$ cat src/rtl/divu_restoring_seq.sv
`default_nettype none
// +--------------------------------------------------------------------------+
// | Module      : divu_restoring_seq                                         |
// | Description : Iterative unsigned restoring divider, one quotient bit per |
// |               clock. Operands enter through a valid/ready handshake and  |
// |               the quotient/remainder leave through a second one.         |
// | Parameters  : WIDTH - operand/result width in bits (2..32)               |
// | Ports       : clk, rst (async, active-high)                              |
// |               in_valid/in_ready, dividend, divisor   - operation input   |
// |               out_valid/out_ready, quotient,                             |
// |               remainder, div_by_zero                 - result output     |
// |               busy                                   - not idle          |
// | Build macro : DIVU_DIVZERO_FAST_EN - a zero divisor skips the iteration  |
// |               loop and produces its result one edge after accept.        |
// | Revision    : 1.0 - initial release                                      |
// +--------------------------------------------------------------------------+
module divu_restoring_seq #(
   parameter int WIDTH = 4
) (
   input  logic             clk,
   input  logic             rst,
   input  logic             in_valid,
   output logic             in_ready,
   input  logic [WIDTH-1:0] dividend,
   input  logic [WIDTH-1:0] divisor,
   output logic             out_valid,
   input  logic             out_ready,
   output logic [WIDTH-1:0] quotient,
   output logic [WIDTH-1:0] remainder,
   output logic             div_by_zero,
   output logic             busy
);

   localparam int         CNT_W  = (WIDTH > 2) ? $clog2(WIDTH) : 1;
   localparam logic [CNT_W-1:0] C_LAST = CNT_W'(WIDTH - 1);

   localparam logic [1:0] S_IDLE = 2'd0;
   localparam logic [1:0] S_CALC = 2'd1;
   localparam logic [1:0] S_DONE = 2'd2;

`ifdef DIVU_DIVZERO_FAST_EN
   localparam bit C_FAST_DZ = 1'b1;
`else
   localparam bit C_FAST_DZ = 1'b0;
`endif

   logic [1:0]       state_q,       state_d;
   logic [WIDTH:0]   acc_q,         acc_d;
   logic [WIDTH-1:0] q_q,           q_d;
   logic [WIDTH-1:0] d_q,           d_d;
   logic [CNT_W-1:0] cnt_q,         cnt_d;
   logic             dz_q,          dz_d;
   logic [WIDTH-1:0] quotient_q,    quotient_d;
   logic [WIDTH-1:0] remainder_q,   remainder_d;
   logic             div_by_zero_q, div_by_zero_d;
   logic             out_valid_q,   out_valid_d;

   logic [WIDTH:0]   shifted;
   logic [WIDTH:0]   trial;

   // Partial remainder shifted left by one with the next dividend bit, and
   // the trial subtraction; trial[WIDTH] set means the subtraction borrowed.
   assign shifted = {acc_q[WIDTH-1:0], q_q[WIDTH-1]};
   assign trial   = shifted - {1'b0, d_q};

   always_comb begin
      state_d       = state_q;
      acc_d         = acc_q;
      q_d           = q_q;
      d_d           = d_q;
      cnt_d         = cnt_q;
      dz_d          = dz_q;
      quotient_d    = quotient_q;
      remainder_d   = remainder_q;
      div_by_zero_d = div_by_zero_q;
      out_valid_d   = out_valid_q;

      case (state_q)
         S_IDLE: begin
            if (in_valid) begin
               acc_d   = '0;
               q_d     = dividend;
               d_d     = divisor;
               cnt_d   = '0;
               dz_d    = (divisor == '0);
               state_d = S_CALC;
               // Fast path preloads exactly what the full loop would have
               // produced for a zero divisor: all-ones quotient, remainder
               // equal to the dividend.
               if (C_FAST_DZ && (divisor == '0)) begin
                  acc_d   = {1'b0, dividend};
                  q_d     = '1;
                  state_d = S_DONE;
               end
            end
         end
         S_CALC: begin
            if (!trial[WIDTH]) begin
               acc_d = trial;
               q_d   = {q_q[WIDTH-2:0], 1'b1};
            end else begin
               acc_d = shifted;
               q_d   = {q_q[WIDTH-2:0], 1'b0};
            end
            cnt_d = cnt_q + 1'b1;
            if (cnt_q == C_LAST) begin
               state_d = S_DONE;
            end
         end
         S_DONE: begin
            // First DONE cycle registers the result; it is then held
            // unchanged for as long as the consumer stalls.
            if (!out_valid_q) begin
               out_valid_d   = 1'b1;
               quotient_d    = q_q;
               remainder_d   = acc_q[WIDTH-1:0];
               div_by_zero_d = dz_q;
            end else if (out_ready) begin
               out_valid_d = 1'b0;
               state_d     = S_IDLE;
            end
         end
         default: begin
            state_d = S_IDLE;
         end
      endcase
   end

   always_ff @(posedge clk or posedge rst) begin
      if (rst) begin
         state_q       <= S_IDLE;
         acc_q         <= '0;
         q_q           <= '0;
         d_q           <= '0;
         cnt_q         <= '0;
         dz_q          <= 1'b0;
         quotient_q    <= '0;
         remainder_q   <= '0;
         div_by_zero_q <= 1'b0;
         out_valid_q   <= 1'b0;
      end else begin
         state_q       <= state_d;
         acc_q         <= acc_d;
         q_q           <= q_d;
         d_q           <= d_d;
         cnt_q         <= cnt_d;
         dz_q          <= dz_d;
         quotient_q    <= quotient_d;
         remainder_q   <= remainder_d;
         div_by_zero_q <= div_by_zero_d;
         out_valid_q   <= out_valid_d;
      end
   end

   assign in_ready    = (state_q == S_IDLE);
   assign busy        = (state_q != S_IDLE);
   assign out_valid   = out_valid_q;
   assign quotient    = quotient_q;
   assign remainder   = remainder_q;
   assign div_by_zero = div_by_zero_q;

endmodule
`default_nettype wire

$ cat config.mk
export PLATFORM = sky130hd
export DESIGN_NAME = divu_restoring_seq
export DESIGN_NICKNAME = d
export VERILOG_FILES = /design/src/rtl/divu_restoring_seq.sv
export SDC_FILE = /design/constraint.sdc
export NUM_CORES = 1
export LEC_CHECK = 0
export CORE_AREA = 2 2 64 66
export CTS_CLUSTER_DIAMETER = 30
export DETAILED_ROUTE_END_ITERATION = 10
export DIE_AREA = 0 0 66 68
export PLACE_DENSITY = 0.54
export SLEW_MARGIN = 25
export SYNTH_ARGS = -nofsm -noshare
export SYNTH_HDL_FRONTEND = slang
export SYNTH_SLANG_ARGS = --single-unit
$ cat constraint.sdc
create_clock -name clk -period 2.5 [get_ports clk]
set_input_delay 0.5 -clock clk [delete_from_list [all_inputs] [get_ports clk]]
set_output_delay 0.5 -clock clk [all_outputs]
set_load 0.01 [all_outputs]
==> results.txt, run 1 <==
TritonCTS clock tree = built
Register area = 676 um^2
Status = finished clean
Area Growth Syn to Fin = 28.4%
Ant diodes = 0
Fin crit period = 2350 ps
DRC = 0
WP data required = 2670 ps
Hold Crit Start = remainder[3]$_DFFE_PP0P_
Final Util = 42.6%
Slew at the pin closest to its max-slew limit = 563 ps
TritonRoute pass-1 iters = 4
DR iter-0 viols = 30
Setup-failing EPs final = 0
CTS root buffer = clkbuf_8
Worst hold-check path type = reg2reg
Hold path cells = 1
Worst skew pair latency = 270 ps
H-tree Lvls = 1
Tcrit/Tclk final = 94.0%
Top post-synthesis cells by area = dfrtp_1 53%, mux2_1 13%, ha_1 4.9%
Die width = 66 um
First-pass GRT wire length = 4100 um
Reg2Reg Depth = 8
GRT Residual Overflow = 0
# hold bufs at CTS = 0
Seq/Total Area, Yosys = 52.8%
Per-cell routed wire length = 12.8 um
Slew Limit Fails = 0
WS Path Type = reg2reg
PD cells = 1360 nW/um^2
Initial antenna violation count = 0
Total global-route track usage = 12.2%
R2R Path End = acc_q[2]$_DFFE_PP0P_
Ports = 24
Post-synth EDFFs = 0
Max FO, Critical Path = 5
Max-slew headroom = 62.5%
Routed Antenna Nets = 0
Setup TNS = 0 ps
Max VDD drop = 0.463 mV
Peak Freq = 0.425 GHz
Initial Utilization = 33.2%
Area of the mapped netlist = 1280 um^2
Avg Inst Size Synth = 12.3 um^2
Critical path arrival = 2520 ps
Area occupied by multi-input gates = 571 um^2
PostCTS Resize Cnt = 0
Cells after Synth = 104
Clk sinks = 27
Leakage = 0.776 nW
Die span in y = 68 um
Vias = 849
HPWL after DPL = 1650 um
Fin nets = 153
Vias per cell = 4.61
Number of global-route vias before repair = 866
Clock buffer depth = 2
Max-cap violations = 0
Async S/R FF share, synth = 100%
Buffers on Ports = 23
Post-synth top flop = dfrtp_1
Reg-to-reg startpoint = q_q[3]$_DFFE_PP0P_
Netlist cell types = 26
Row count = 23
Synth warn = 0
Yosys reg bits = 27
CP Capture Type = register
Synth top area share = 52.8%
Die ar. = 4490 um^2
Placer congestion estimate = 0.718
Worst Skew = 2.40 ps
Fillers = 382
Startpoint types = register
Largest net degree at the start of global routing = 28
Hold Vio Cnt, Final = 0
Hold endpoint = remainder[3]$_DFFE_PP0P_
R2R Setup Slk = 150 ps
RSZ-0062 raised after global routing = false
Syn Nets = 122
Yosys top cell by area = dfrtp_1
CTS clock-pin slew for the worst setup and hold paths = 90 ps
Share of post-route cells with drive strength above 1 = 8.96%
Number of buffers created by CTS = 3
Routed Wire Length = 2350 um
Core area = 3860 um^2
-- cell usage in the layout, fill, tap and decap left out --
master,instances
a21o_1,2
xor2_1,1
dfrtp_1,27
a22o_1,4
nand2_1,8
clkbuf_1,1
mux2_1,15
or4_1,1
ha_1,5
nor2_2,1
clkbuf_8,3
clkdlybuf4s50_1,23
xnor2_1,1
nand2b_1,3
a21oi_2,1
o21ai_0,1
xor2_2,1
fa_1,1
buf_4,4
mux2_2,1
inv_1,8
nor2_1,4
o21ai_1,5
nand3b_1,1
o21bai_1,1
nor2b_1,1
a221o_2,1
a21oi_1,3
mux2i_1,6
-- metal layers --
| metal | GRT usage, % | wire, um | vias up |
|---|---|---|---|
| li1 | - | - | 424 |
| met1 | 16.4 | 1140 | 407 |
| met2 | 20.2 | 1120 | 14 |
| met3 | 1.48 | 57 | 4 |
| met4 | 4.59 | 29 | 0 |
| met5 | 0 | 0 | - |
-- cell type report --
type | instances | area share, %
clock buffers | 4 | 2.74
inverters | 8 | 1.83
multi-input cells | 68 | 34.7
flip-flops and latches | 27 | 41.1
well taps | 50 | 3.81
repair buffers | 27 | 15.8
-- report_power, final --
part	switching (mW)	internal, mW	leakage (nW)
clock	0.131	0.114	0.0228
combinational	0.526	0.670	0.412
sequential	0.151	0.639	0.342
total	0.808	1.42	0.776
-- synth_stat cells (all sizes together) (3+ instances only) --
| cell | count |
|---|---|
| nand2b | 3 |
| ha | 5 |
| nor2 | 5 |
| inv | 8 |
| mux2i | 6 |
| a22o | 4 |
| o21ai | 6 |
| dfrtp | 27 |
| nand2 | 8 |
| mux2 | 16 |
| a21oi | 4 |
-- what timing repair did --
action,in CTS,in global routing
buffers inserted,0,2
setup endpoints to repair,0,1
endpoints found under the hold margin,0,0
-- state kept, by name, summed over array words and instances, names as in the netlist --
| signal | flops |
|---|---|
| div_by_zero | 1 |
| remainder | 4 |
| out_valid | 1 |
| q_q | 4 |
| cnt_q | 2 |
| d_q | 4 |
| state_q | 2 |
| quotient | 4 |
| dz_q | 1 |
| acc_q | 4 |
-- kinds of logic (layout without fill, tap and decap cells) --
kind of cell             Yosys count  in the layout  share of synthesized area, %
AO/OA/AOI/OAI                     18             18                          9.58
AND/OR/NAND/NOR                   19             19                          7.14
flip-flops                        27             27                          52.8
buffers and inverters              9             39                          2.64
XOR/XNOR                           3              3                          2.64
adder cells (fa/ha/maj)            6              6                          6.45
multiplexers                      22             22                          18.8
-- worst max-delay path: stages, from the launching register on --
cell and delay [ps]:
dfrtp_1 370, inv_1 60, ha_1 220, fa_1 400, nand2b_1 170, a21oi_2 170, xor2_2 270, mux2_1 360
a22o_1 230
-- metrics by stage --
| step | cells | area, um^2 | hold WS (ps) | power (mW) | setup slack, ps |
|---|---|---|---|---|---|
| floorplan | 104 | 1280 | 452 | 1.56 | 262 |
| global placement | 178 | 1580 | 467 | 1.91 | 182 |
| detailed placement | 178 | 1580 | 478 | 1.93 | 121 |
| CTS | 182 | 1630 | 499 | 2.19 | 107 |
| global route | 184 | 1640 | 512 | 2.45 | 4.24 |
| finish | 184 | 1640 | 493 | 2.23 | 149 |
-- worst max-delay path by stage --
stage / startpoint / to / slack, ps / cells after the start
detailed placement: q_q[3]$_DFFE_PP0P_ / acc_q[2]$_DFFE_PP0P_ / 120 / 8
floorplan: q_q[3]$_DFFE_PP0P_ / acc_q[2]$_DFFE_PP0P_ / 260 / 8
CTS: q_q[3]$_DFFE_PP0P_ / acc_q[2]$_DFFE_PP0P_ / 110 / 8
global route: q_q[3]$_DFFE_PP0P_ / acc_q[2]$_DFFE_PP0P_ / 4 / 8
global placement: q_q[3]$_DFFE_PP0P_ / acc_q[2]$_DFFE_PP0P_ / 180 / 8
finish: q_q[3]$_DFFE_PP0P_ / acc_q[2]$_DFFE_PP0P_ / 150 / 8
(Power assumes the default switching activity.)
==> run 2, diff against run 1 <==
Settings changed: HOLD_SLACK_MARGIN from default to 0.08.
==> results of run 2 <==
Final layout, timing and power as in run 1 (identical DEF).
